File: config.mk
export PLATFORM = sky130hd
export DESIGN_NAME = io_responder
export DESIGN_NICKNAME = d
export VERILOG_FILES = /design/src/rtl/io_responder.sv
export SDC_FILE = /design/constraint.sdc
export NUM_CORES = 1
export LEC_CHECK = 0
export CORE_ASPECT_RATIO = 0.6
export CORE_UTILIZATION = 50
export DETAILED_ROUTE_END_ITERATION = 16
export GPL_ROUTABILITY_DRIVEN = 0
export PLACE_DENSITY = 0.88
export SETUP_SLACK_MARGIN = 0.02
export SKIP_CTS_REPAIR_TIMING = 1
export SYNTH_ARGS = -nofsm -noshare
export SYNTH_HDL_FRONTEND = slang
export SYNTH_SLANG_ARGS = --single-unit
File: constraint.sdc
create_clock -name clk -period 4.15 [get_ports clk]
set_input_delay 0.83 -clock clk [delete_from_list [all_inputs] [get_ports clk]]
set_output_delay 0.83 -clock clk [all_outputs]
set_load 0.01 [all_outputs]
File: src/rtl/io_responder.sv
// CPU-side I/O responder: buffered OUT queue toward an external consumer and a
// one-entry IN holding buffer from an external producer. Optional macro IO_DISPLAY_EN.
module io_responder #(
  parameter int DATA_W   = 16,
  parameter int TX_DEPTH = 4
) (
  input  logic              clk,
  input  logic              reset,
  input  logic              out_en,
  input  logic [DATA_W-1:0] out_data,
  input  logic              in_en,
  output logic [DATA_W-1:0] in_data,
  output logic              stall,
  output logic              tx_valid,
  output logic [DATA_W-1:0] tx_data,
  input  logic              tx_ready,
  input  logic              rx_valid,
  input  logic [DATA_W-1:0] rx_data,
  output logic              rx_ready,
  output logic [DATA_W-1:0] display
);

  localparam int PTR_W = (TX_DEPTH > 1) ? $clog2(TX_DEPTH) : 1;
  localparam int CNT_W = PTR_W + 1;
  localparam logic [CNT_W-1:0] FULL_CNT = CNT_W'(TX_DEPTH);

  generate
    if (TX_DEPTH < 2 || (TX_DEPTH & (TX_DEPTH - 1)) != 0) begin : g_bad_depth
      $error("io_responder: TX_DEPTH must be a power of two and at least 2");
    end
  endgenerate

  typedef enum logic {ST_IDLE, ST_WAIT} state_t;

  logic [DATA_W-1:0] mem [TX_DEPTH];
  logic [PTR_W-1:0]  wr_ptr;
  logic [PTR_W-1:0]  rd_ptr;
  logic [CNT_W-1:0]  count;
  logic              full;
  logic              push;
  logic              pop;
  logic              stall_out;

  logic [DATA_W-1:0] rx_buf;
  logic              rx_full;
  logic              rx_load;
  logic              consume;
  logic              stall_in;
  state_t            state;
  state_t            state_nxt;

  // OUT queue: push decision uses the registered count, so a same-cycle pop
  // never frees a slot for the push that is being stalled.
  assign full      = (count == FULL_CNT);
  assign push      = out_en & ~full;
  assign stall_out = out_en & full;
  assign tx_valid  = (count != '0);
  assign tx_data   = mem[rd_ptr];
  assign pop       = tx_valid & tx_ready;

  always_ff @(posedge clk) begin
    if (push) mem[wr_ptr] <= out_data;
  end

  always_ff @(posedge clk or posedge reset) begin
    if (reset) begin
      wr_ptr <= '0;
      rd_ptr <= '0;
      count  <= '0;
    end else begin
      if (push) wr_ptr <= wr_ptr + PTR_W'(1);
      if (pop)  rd_ptr <= rd_ptr + PTR_W'(1);
      case ({push, pop})
        2'b10:   count <= count + CNT_W'(1);
        2'b01:   count <= count - CNT_W'(1);
        default: count <= count;
      endcase
    end
  end

  // IN holding buffer: load only when empty, consume only when full, so the
  // two can never coincide.
  assign rx_ready = ~rx_full;
  assign rx_load  = rx_valid & ~rx_full;

  always_ff @(posedge clk) begin
    if (rx_load) rx_buf <= rx_data;
  end

  always_ff @(posedge clk or posedge reset) begin
    if (reset) begin
      rx_full <= 1'b0;
      state   <= ST_IDLE;
    end else begin
      state <= state_nxt;
      if (rx_load)      rx_full <= 1'b1;
      else if (consume) rx_full <= 1'b0;
    end
  end

  always_comb begin
    state_nxt = state;
    consume   = 1'b0;
    stall_in  = 1'b0;
    case (state)
      ST_IDLE: begin
        if (in_en) begin
          if (rx_full) begin
            consume = 1'b1;
          end else begin
            stall_in  = 1'b1;
            state_nxt = ST_WAIT;
          end
        end
      end
      ST_WAIT: begin
        if (!in_en) begin
          state_nxt = ST_IDLE;
        end else if (rx_full) begin
          consume   = 1'b1;
          state_nxt = ST_IDLE;
        end else begin
          stall_in = 1'b1;
        end
      end
      default: state_nxt = ST_IDLE;
    endcase
  end

  // Combinational outputs are masked while reset is held so the CPU sees a
  // quiet interface even if its strobes are still asserted.
  assign stall   = ~reset & (stall_out | stall_in);
  assign in_data = (consume & ~reset) ? rx_buf : '0;

`ifdef IO_DISPLAY_EN
  logic [DATA_W-1:0] display_q;

  always_ff @(posedge clk or posedge reset) begin
    if (reset)     display_q <= '0;
    else if (push) display_q <= out_data;
  end

  assign display = display_q;
`else
  assign display = '0;
`endif

endmodule

==> flow_metrics.env <==
export IMPL_status="finished clean"
export IMPL_cts_tree="built"
export IMPL_power_frac_clock_pct=26.6
export IMPL_dieArea_sq_um=7438
export IMPL_rsz0062_at_grt="false"
export IMPL_syn_cell_area_sq_um=3543
export IMPL_drive_gt1_share_pct=9.470
export IMPL_grt_usage_pct=17.28
export IMPL_grt_first_pass_wirelength_mm=8.942
export IMPL_cts_buffers_inserted=9
export IMPL_die_x_um=110.7
export IMPL_die_h_um=67.21
export IMPL_r2r_start="count[0]"
export IMPL_core_sq_um=6763
export IMPL_clkLatencyLatePin_ps=330
export IMPL_cp_max_fo=16
export IMPL_hold_viol_final=0
export IMPL_grt_use_met3_pct=7.899
export IMPL_antenna_found_initial=0
export IMPL_drt_total_wl_mm=6.177
export IMPL_holdPathStages=1
export IMPL_swShare_pct=26.74
export IMPL_ys_types=27
export IMPL_clkTransAtPathRegs_ps=60
export IMPL_min_from="count[2]"
export IMPL_slew_violations=0
export IMPL_p_switching_w=0.0007599
export IMPL_synth_largest_area_cell="edfxtp_1"
export IMPL_hp_class="register to register"
export IMPL_port_buffer_count=72
export IMPL_cts_buffer_depth=2
export IMPL_num_io_pins=89
export IMPL_reg2reg_slack_ps=2160
export IMPL_fin_crit_sh_pct=80.64
export IMPL_p_int_w=0.002081
export IMPL_critPathRequiredTime_ps=3320
export IMPL_final_core_util_pct=67.53
export IMPL_min_to="count[2]"
export IMPL_ant_nets=0
export IMPL_synth_warnings=0
export IMPL_grt_overflow_total=0
export IMPL_syn_area_per_cell_sq_um=19.80
export IMPL_worstPathArrival_ps=2520
export IMPL_synth_seq_cells=88
export IMPL_fin_crit_ps=3347
export IMPL_layout_nets=303
export IMPL_hpwl_mm=4.207
export IMPL_cap_viol_max_count=0
export IMPL_start_kind="input pin"
export IMPL_cts_sinks=88
export IMPL_met1_usage_pct=23.24
export IMPL_wl_per_cell_um=17.60
export IMPL_combinationalPowerShare_pct=29.1
export IMPL_hold_slack_ps=566.8
export IMPL_post_route_drc_count=0
export IMPL_grt_busiest_layer="met2"
export IMPL_root_buffer="clkbuf_16"
export IMPL_seqPwrFrac_pct=44.3
export IMPL_tightestPinTransition_ps=850.1
export IMPL_relSlewSlack_pct=43.32
export IMPL_vdd_drop_max_mv=0.3989
export IMPL_rows=23
export IMPL_antenna_cells=0
export IMPL_final_setup_tns_ps=0
export IMPL_start_util_pct=52.40
export IMPL_area_growth_pct=28.88
export IMPL_gr_usage_met2_pct=25.62
export IMPL_grt_pass1_vias=1747
export IMPL_first_pass_iters=4
export IMPL_setup_viol=0
export IMPL_r2r_end="count[2]"
export IMPL_avgViaCountPerCell=5.009
export IMPL_num_vias=1758
export IMPL_ys_seq_area_share_pct=73.45
export IMPL_max_freq_mhz=298.8
export IMPL_layout_commonest_cell="edfxtp_1"
export IMPL_netlist_top_cells_area="edfxtp_1 68%, mux4_1 5.9%, dfrtp_1 5.6%"
export IMPL_mostFrequentLayoutCells="80 x edfxtp_1, 72 x clkdlybuf4s50_1, 20 x and2_1, 16 x conb_1, 9 x clkbuf_16"
export IMPL_grt_max_degree=19
export IMPL_nFillCells=454
export IMPL_end_kind="primary output"
export IMPL_power_density_nw_per_um2=622.2
export IMPL_p_leak_nw=1.644
export IMPL_synth_top_cell_area_share_pct=67.80
export IMPL_crit_type="input pin to primary output"
export IMPL_syn_inst=179
export IMPL_htreeDepth=3
export IMPL_clock_skew_ps=5.141
export IMPL_reg2regPathDepth=9
export IMPL_drt_initial_drc_count=83
[stage by stage]
step	setup slack [ps]	std cells	total power (W)	cell area, sq um
2_1_floorplan	1640	194	0.001756	3600
3_3_place_gp	868.4	335	0.002072	4287
3_5_place_dp	805.1	335	0.002108	4287
4_1_cts	796.4	351	0.002876	4567
5_1_grt	641.3	351	0.002969	4567
6_report	803.4	351	0.002841	4567
[per-layer routing]
| metal | wire [um] | vias up |
|---|---|---|
| li1 | - | 811 |
| met1 | 2896 | 892 |
| met2 | 2940 | 53 |
| met3 | 328 | 2 |
| met4 | 12 | 0 |
| met5 | 0 | - |
[synthesized netlist by cell type]
master and n:
mux2_2 1, buf_4 16, ha_1 5, xnor2_1 3, a21boi_2 1, buf_6 1
nor2b_1 1, buf_12 1, or3_1 1, o31a_1 1, mux2i_1 1, and2_1 20
nor2_1 3, a32oi_1 1, nand2_1 1, mux4_1 8, and3_1 1, buf_2 2
edfxtp_1 80, inv_1 8, dfrtp_1 8, o21bai_1 1, conb_1 1, mux4_2 8
clkbuf_1 1, fa_1 1, xor2_1 3
[power groups by stage]
stage          combinational, W  sequential, W  clock (W)
5_1_grt                0.000888        0.00127   0.000808
2_1_floorplan          0.000537        0.00122          0
4_1_cts                0.000843        0.00126   0.000773
6_report               0.000828        0.00126   0.000756
3_5_place_dp           0.000831        0.00128          0
3_3_place_gp           0.000811        0.00126          0
[flip-flops by register name, indices dropped and copies added, names as in the netlist]
name	count
wr_ptr	2
rd_ptr	2
count	3
rx_buf	16
mem	64
rx_full	1
[cell type report]
type	count	area [sq um]	share of cell area, %
clock inverters	5	47.55	1.041
multi-input cells	77	802.0	17.56
flip-flops and latches	88	2603	56.99
clock buffers	11	232.7	5.096
repair buffers	75	743.2	16.27
inverters	8	30.03	0.6575
well taps	87	108.9	2.384
[worst max-delay path, stage by stage]
cell	delay [ps]
clkdlybuf4s50_1	440
inv_1	90
and3_1	410
and2_1	200
clkdlybuf4s50_1	550
[worst max path at each step]
stage | to | cells after the start | start
5_1_grt | in_data[13] | 5 | reset
3_3_place_gp | in_data[13] | 5 | reset
6_report | in_data[13] | 5 | reset
3_5_place_dp | in_data[13] | 5 | reset
4_1_cts | in_data[13] | 5 | reset
2_1_floorplan | in_data[10] | 4 | reset
[logic make-up (layout without fill, tap and decap cells)]
group / Yosys count / in the layout / synth area share (%)
other cells: 1 / 16 / 0.1058
fa+ha+maj: 6 / 6 / 2.331
simple gates: 27 / 27 / 4.485
buf+inv: 29 / 99 / 5.509
mux: 18 / 18 / 11.62
compound gates: 4 / 4 / 1.024
flops: 88 / 88 / 73.45
xor+xnor: 6 / 6 / 1.483
Power figures use the tool's default switching activity.
